`config.mk`:
```
export PLATFORM = sky130hd
export DESIGN_NAME = t1_event_log_arbiter
export DESIGN_NICKNAME = d
export VERILOG_FILES = /design/src/rtl/t1_event_log_pkg.sv /design/src/rtl/t1_rr_pick.sv /design/src/rtl/t1_event_log_arbiter.sv
export SDC_FILE = /design/constraint.sdc
export NUM_CORES = 1
export LEC_CHECK = 0
export BUFFER_PORTS_ARGS = -buffer_cell sky130_fd_sc_hd__buf_2
export CORE_ASPECT_RATIO = 1.75
export CORE_UTILIZATION = 39
export CTS_BUF_LIST = sky130_fd_sc_hd__clkbuf_2
export DETAILED_ROUTE_END_ITERATION = 12
export HOLD_SLACK_MARGIN = 0.03
export PLACE_DENSITY = 0.66
export SLEW_MARGIN = 20
export SYNTH_ARGS = -nofsm -noshare
export SYNTH_HDL_FRONTEND = slang
export SYNTH_SLANG_ARGS = --single-unit
export TNS_END_PERCENT = 5
```
`constraint.sdc`:
```
create_clock -name clock -period 17.6 [get_ports clock]
set_input_delay 2.64 -clock clock [delete_from_list [all_inputs] [get_ports clock]]
set_output_delay 2.64 -clock clock [all_outputs]
set_load 0.02 [all_outputs]
```
`src/rtl/t1_event_log_pkg.sv`:
```
// ============================================================================
//  Module   : t1_event_log_pkg
//  Brief    : Shared types for the event-log arbiter (state, cycle stamp, record).
//  Revision : 1.0  initial release
// ============================================================================
`default_nettype none

package t1_event_log_pkg;

    localparam int c_rec_src_w  = 4;
    localparam int c_rec_cyc_w  = 64;
    localparam int c_rec_data_w = 64;

    typedef enum logic [1:0] {
        ST_RUN   = 2'd0,
        ST_DRAIN = 2'd1,
        ST_DONE  = 2'd2
    } state_t;

    typedef logic [c_rec_cyc_w-1:0] cyc_t;

    typedef struct packed {
        logic [c_rec_src_w-1:0]  src;
        cyc_t                    cycle;
        logic [c_rec_data_w-1:0] data;
    } log_rec_t;

endpackage

`default_nettype wire

```
`src/rtl/t1_rr_pick.sv`:
```
// ============================================================================
//  Module   : t1_rr_pick
//  Brief    : Combinational round-robin picker; first requester at or after ptr.
//  Revision : 1.0  initial release
// ============================================================================
`default_nettype none

module t1_rr_pick
    import t1_event_log_pkg::*;
#(
    parameter int NUM_SRC = 4,
    parameter int IDX_W   = $clog2(NUM_SRC)
) (
    input  logic [NUM_SRC-1:0] req,
    input  logic [IDX_W-1:0]   ptr,
    output logic [NUM_SRC-1:0] grant,
    output logic [IDX_W-1:0]   idx,
    output logic               any
);

    int w_pos;

    always_comb begin
        grant = '0;
        idx   = '0;
        any   = 1'b0;
        w_pos = 0;
        for (int k = 0; k < NUM_SRC; k++) begin
            w_pos = (int'(ptr) + k) % NUM_SRC;
            if (!any && req[w_pos[IDX_W-1:0]]) begin
                any                     = 1'b1;
                idx                     = w_pos[IDX_W-1:0];
                grant[w_pos[IDX_W-1:0]] = 1'b1;
            end
        end
    end

endmodule

`default_nettype wire

```
`src/rtl/t1_event_log_arbiter.sv`:
```
// ============================================================================
//  Module   : t1_event_log_arbiter
//  Brief    : Round-robin arbiter serializing cycle-stamped events into one log
//             sink, with quit/drain sequencing. Optional starvation checker
//             enabled by T1_EVENT_LOG_STARVE_CHECK_EN.
//  Revision : 1.0  initial release
// ============================================================================
`default_nettype none

module t1_event_log_arbiter
    import t1_event_log_pkg::*;
#(
    parameter int NUM_SRC      = 4,
    parameter int PAYLOAD_W    = 64,
    parameter int CYC_W        = 64,
    parameter int STARVE_LIMIT = 1024,
    parameter int SRC_W        = $clog2(NUM_SRC)
) (
    input  logic                         clock,
    input  logic                         reset,
    input  logic [NUM_SRC-1:0]           req_valid,
    output logic [NUM_SRC-1:0]           req_ready,
    input  logic [NUM_SRC*PAYLOAD_W-1:0] req_data,
    output logic                         log_valid,
    input  logic                         log_ready,
    output logic [SRC_W-1:0]             log_src,
    output logic [PAYLOAD_W-1:0]         log_data,
    output logic [CYC_W-1:0]             log_cycle,
    input  logic                         quit_req,
    output logic                         drained,
    output logic                         starve_err,
    output logic [SRC_W-1:0]             starve_src
);

    state_t                 r_state, w_state_nxt;
    logic [CYC_W-1:0]       r_cycle;
    logic [SRC_W-1:0]       r_rr_ptr;
    logic                   r_log_valid;
    logic [SRC_W-1:0]       r_log_src;
    logic [PAYLOAD_W-1:0]   r_log_data;
    logic [CYC_W-1:0]       r_log_cycle;

    logic [NUM_SRC-1:0]     w_grant;
    logic [SRC_W-1:0]       w_idx;
    logic [SRC_W-1:0]       w_ptr_nxt;
    logic                   w_any;
    logic                   w_can_accept;
    logic                   w_accept_en;
    logic                   w_src_hs;
    logic [PAYLOAD_W-1:0]   w_sel_data;

    t1_rr_pick #(
        .NUM_SRC (NUM_SRC),
        .IDX_W   (SRC_W)
    ) u_pick (
        .req   (req_valid),
        .ptr   (r_rr_ptr),
        .grant (w_grant),
        .idx   (w_idx),
        .any   (w_any)
    );

    assign w_can_accept = !r_log_valid || log_ready;
    assign w_accept_en  = w_can_accept && (r_state != ST_DONE);
    assign w_src_hs     = w_accept_en && w_any;
    assign req_ready    = w_accept_en ? w_grant : '0;
    // Explicit wrap so non-power-of-two source counts return to 0.
    assign w_ptr_nxt    = (w_idx == SRC_W'(NUM_SRC - 1)) ? '0 : w_idx + 1'b1;

    always_comb begin
        w_sel_data = '0;
        for (int i = 0; i < NUM_SRC; i++) begin
            if (w_idx == SRC_W'(i)) begin
                w_sel_data = req_data[i*PAYLOAD_W +: PAYLOAD_W];
            end
        end
    end

    always_ff @(posedge clock or posedge reset) begin
        if (reset) begin
            r_cycle <= '0;
        end else begin
            r_cycle <= r_cycle + 1'b1;
        end
    end

    always_ff @(posedge clock or posedge reset) begin
        if (reset) begin
            r_log_valid <= 1'b0;
            r_log_src   <= '0;
            r_log_data  <= '0;
            r_log_cycle <= '0;
            r_rr_ptr    <= '0;
        end else if (w_src_hs) begin
            r_log_valid <= 1'b1;
            r_log_src   <= w_idx;
            r_log_data  <= w_sel_data;
            r_log_cycle <= r_cycle;
            r_rr_ptr    <= w_ptr_nxt;
        end else if (log_ready) begin
            r_log_valid <= 1'b0;
        end
    end

    always_ff @(posedge clock or posedge reset) begin
        if (reset) begin
            r_state <= ST_RUN;
        end else begin
            r_state <= w_state_nxt;
        end
    end

    always_comb begin
        w_state_nxt = r_state;
        case (r_state)
            ST_RUN: begin
                if (quit_req) begin
                    w_state_nxt = ST_DRAIN;
                end
            end
            ST_DRAIN: begin
                // Close only once nothing is pending upstream and the held entry leaves.
                if ((req_valid == '0) && (!r_log_valid || (log_ready && !w_src_hs))) begin
                    w_state_nxt = ST_DONE;
                end
            end
            ST_DONE: w_state_nxt = ST_DONE;
            default: w_state_nxt = ST_RUN;
        endcase
    end

    assign drained   = (r_state == ST_DONE);
    assign log_valid = r_log_valid;
    assign log_src   = r_log_src;
    assign log_data  = r_log_data;
    assign log_cycle = r_log_cycle;

`ifdef T1_EVENT_LOG_STARVE_CHECK_EN
    localparam int c_wait_w = $clog2(STARVE_LIMIT + 1);

    logic [NUM_SRC-1:0] w_at_limit;
    logic               w_any_limit;
    logic [SRC_W-1:0]   w_first_limit;
    logic               r_starve_err;
    logic [SRC_W-1:0]   r_starve_src;

    for (genvar i = 0; i < NUM_SRC; i++) begin : g_wait
        logic [c_wait_w-1:0] r_wait;

        always_ff @(posedge clock or posedge reset) begin
            if (reset) begin
                r_wait <= '0;
            end else if (!req_valid[i] || req_ready[i]) begin
                r_wait <= '0;
            end else if (!w_at_limit[i]) begin
                r_wait <= r_wait + 1'b1;
            end
        end

        assign w_at_limit[i] = (r_wait == c_wait_w'(STARVE_LIMIT));
    end

    always_comb begin
        w_any_limit   = 1'b0;
        w_first_limit = '0;
        for (int i = NUM_SRC - 1; i >= 0; i--) begin
            if (w_at_limit[i]) begin
                w_any_limit   = 1'b1;
                w_first_limit = SRC_W'(i);
            end
        end
    end

    always_ff @(posedge clock or posedge reset) begin
        if (reset) begin
            r_starve_err <= 1'b0;
            r_starve_src <= '0;
        end else if (w_any_limit && !r_starve_err) begin
            r_starve_err <= 1'b1;
            r_starve_src <= w_first_limit;
        end
    end

`ifndef SYNTHESIS
    always @(posedge clock) begin
        if (!reset && w_any_limit && !r_starve_err) begin
            $error("t1_event_log_arbiter: source %0d starved for %0d cycles", w_first_limit, STARVE_LIMIT);
        end
    end
`endif

    assign starve_err = r_starve_err;
    assign starve_src = r_starve_src;
`else
    logic unused_starve_cfg;
    assign unused_starve_cfg = (STARVE_LIMIT > 0);
    assign starve_err        = 1'b0;
    assign starve_src        = '0;
`endif

endmodule

`default_nettype wire
```
==> flow_metrics.env <==
export IMPL_max_stage_delay_ns=0.47
export IMPL_worst_pin_slew_ns=0.9406
export IMPL_rsz0062_at_grt="no"
export IMPL_ys_types=51
export IMPL_wl_per_cell_um=17.87
export IMPL_r2r_setup_slack_ns=12.77
export IMPL_cp_required_ns=14.96
export IMPL_hold_class="reg2reg"
export IMPL_layout_drive_gt1_share=0.3012
export IMPL_clockBufferDepth=2
export IMPL_rows=79
export IMPL_dieArea_um2=28150
export IMPL_drc=0
export IMPL_root_buffer="clkbuf_2"
export IMPL_drt_wl_total_um=34750
export IMPL_p_leak_nw=6.430
export IMPL_die_w_um=127.3
export IMPL_numCtsBuffers=17
export IMPL_finalSetupTns_ns=0
export IMPL_async_reset_ff_frac=1.000
export IMPL_setup_viol=0
export IMPL_initial_core_util=0.3997
export IMPL_vias=10070
export IMPL_cts_resized=0
export IMPL_yosys_warnings=0
export IMPL_relSlewSlack=0.3730
export IMPL_synth_edf_count=0
export IMPL_syn_inst=1214
export IMPL_nNetsFinal=1830
export IMPL_place_hpwl_um=25610
export IMPL_max_cap_violations=0
export IMPL_setup_ws_ns=10.68
export IMPL_grt_pass1_wl_um=54240
export IMPL_crit_slowest_cell="or3b_2"
export IMPL_cts_sinks=199
export IMPL_grt_max_degree=130
export IMPL_yosys_area_top_type_share=0.4651
export IMPL_synth_area_leaders="dfrtp_1 47%, nand2_1 12%, a21oi_1 6.2%"
export IMPL_place_congestion=0.9163
export IMPL_drt_antenna_violating_nets=0
export IMPL_fmax_ghz=0.1446
export IMPL_cts_clk_slew_worst_paths_ns=0.33
export IMPL_syn_to_final_growth_pct=23.38
export IMPL_rr_startpoint="r_rr_ptr[0]$_DFFE_PP0P_"
export IMPL_dpl_instance_area_um2=12890
export IMPL_first_pass_iters=5
export IMPL_holdBufCountCts=0
export IMPL_syn_area_per_cell_um2=8.820
export IMPL_ioPinCount=403
export IMPL_critPathMaxFanout=11
export IMPL_core_um2=26790
export IMPL_die_h_um=221.2
export IMPL_port_buffers=399
export IMPL_startpoint_type="input pin"
export IMPL_max_vdd_ir_drop_mv=0.1218
export IMPL_grt_pass1_vias=9836
export IMPL_cellPowerDensity_nw_per_um2=172.6
export IMPL_h_tree_depth=4
export IMPL_hold_violations=0
export IMPL_fin_crit_ns=6.918
export IMPL_outcome="finished clean"
export IMPL_netlist_area_um2=10710
export IMPL_dr_first_iter_drc_count=456
export IMPL_cts_setup_buffers=0
export IMPL_place_ws_ns=10.72
export IMPL_synth_seq_cells=199
export IMPL_antenna_found_initial=23
export IMPL_rr_worst_depth=13
export IMPL_crit_top_cell="buf_2"
export IMPL_fill_cells=2709
export IMPL_fin_area_um2=13210
export IMPL_crit_start="req_valid[2]"
export IMPL_synth_ff_type="dfrtp_1"
export IMPL_critPathArrivalTime_ns=4.28
export IMPL_crit_type="in2out"
export IMPL_worstSetupEndpointType="output pin"
export IMPL_grt_usage=0.2503
export IMPL_crit_end="req_ready[1]"
export IMPL_period_share=0.3931
export IMPL_drv_slew=0
export IMPL_clock_latency_ns=0.87
export IMPL_yosysTopAreaCell="dfrtp_1"
export IMPL_fin_worst_skew_ns=0.04974
export IMPL_via_per_inst=5.176
export IMPL_worstPathCellList="buf_2, or3b_2, a211o_1, nand3_1, and2_1, o2bb2ai_1, buf_2"
export IMPL_ys_seq_area_frac=0.4651
export IMPL_r2r_end="log_data[6]$_DFFE_PP0P_"
export IMPL_grt_ovfl_total=0
export IMPL_cts_tree="built"
[metal layers]
layer | part of all wire | vias to the layer above | global-route usage
met1 | 0.38 | 4751 | 0.2665
met4 | 0.027 | 14 | 0.1002
met5 | 0.0026 | - | 0
met3 | 0.089 | 65 | 0.09937
met2 | 0.50 | 366 | 0.4367
li1 | - | 4871 | -
[final cells by class]
class | instances | area (µm²) | share of cell area
Multi-Input combinational cell | 913 | 5343 | 0.4044
Sequential cell | 199 | 4980 | 0.3769
Timing Repair Buffer | 408 | 2064 | 0.1563
Tap cell | 364 | 455.4 | 0.03447
Clock inverter | 13 | 178.9 | 0.01354
Clock buffer | 19 | 95.09 | 0.007198
Inverter | 12 | 52.55 | 0.003978
Antenna cell | 17 | 42.54 | 0.003220
[sequential cells by signal (all words and copies together) (netlist names)]
register / cells
log_data: 64
log_cycle: 64
log_valid: 1
r_rr_ptr: 2
r_state: 2
log_src: 2
r_cycle: 64
[cell usage after synthesis (all sizes together), types with 22 or more instances]
cell type / count
buf: 35
o21a: 64
o211ai: 64
dfrtp: 199
xnor2: 40
nand3: 23
nand2: 340
clkbuf: 57
a21oi: 133
nand4: 24
nand3b: 66
xor2: 22
[per-stage QoR]
step / hold WS (ns) / cells / util / total power [mW]
2_1_floorplan: 0.4453 / 1216 / - / 1.681
3_3_place_gp: 0.4557 / 1896 / 0.4814 / 2.019
3_5_place_dp: 0.4564 / 1896 / 0.4814 / 2.040
4_1_cts: 0.5028 / 1928 / 0.4916 / 2.302
5_1_grt: 0.5253 / 1941 / 0.4928 / 2.462
6_report: 0.5062 / 1945 / 0.4932 / 2.280
[cells by family after synthesis]
| group | synth area share |
|---|---|
| AND/OR/NAND/NOR | 0.2418 |
| other | 0.0003502 |
| flip-flops | 0.4651 |
| XOR/XNOR | 0.05071 |
| buffers and inverters | 0.04090 |
| adder cells (fa/ha/maj) | 0.01753 |
| AO/OA/AOI/OAI | 0.1701 |
| multiplexers | 0.01355 |
[critical path: cells and delay by family]
| family | cells | cell delay (ns) |
|---|---|---|
| buffers and inverters | 2 | 0.37 |
| AOI/OAI and AO/OA | 2 | 0.44 |
| and+or+nand+nor | 3 | 0.83 |
[cells in the final DEF (no fill, tap or decap), types with 9 or more instances in the layout]
cell type / Yosys / routed
buf_2: 23 / 399
nand2_1: 340 / 339
dfrtp_1: 199 / 199
a21oi_1: 132 / 132
nand3b_1: 66 / 66
o211ai_1: 64 / 64
o21a_1: 64 / 64
xnor2_1: 40 / 40
nand4_1: 22 / 22
nand3_1: 22 / 22
xor2_1: 22 / 22
clkbuf_2: 0 / 19
diode_2: 0 / 17
nor2_1: 17 / 17
nor3_1: 14 / 14
o21ai_0: 14 / 14
inv_1: 12 / 11
and3_1: 11 / 11
ha_1: 15 / 11
buf_4: 3 / 9
[report_power, final]
| group | internal (mW) | switching, mW | total (mW) |
|---|---|---|---|
| Clock | 0.0749 | 0.177 | 0.252 |
| Sequential | 0.557 | 0.0560 | 0.613 |
| Combinational | 0.528 | 0.887 | 1.41 |
| Total | 1.16 | 1.12 | 2.28 |
[worst min-delay path by stage]
| stage | end | depth (start not counted) | from | slack, ns |
|---|---|---|---|---|
| floorplan | r_cycle[63]$_DFF_PP0_ | 1 | r_cycle[63]$_DFF_PP0_ | 0.45 |
| global placement | log_cycle[5]$_DFFE_PP0P_ | 2 | log_cycle[5]$_DFFE_PP0P_ | 0.46 |
| detailed placement | log_cycle[31]$_DFFE_PP0P_ | 2 | log_cycle[31]$_DFFE_PP0P_ | 0.46 |
| CTS | r_cycle[63]$_DFF_PP0_ | 1 | r_cycle[63]$_DFF_PP0_ | 0.50 |
| global route | r_cycle[62]$_DFF_PP0_ | 1 | r_cycle[62]$_DFF_PP0_ | 0.53 |
| finish | r_cycle[63]$_DFF_PP0_ | 1 | r_cycle[63]$_DFF_PP0_ | 0.51 |
Power figures use the tool's default switching activity.
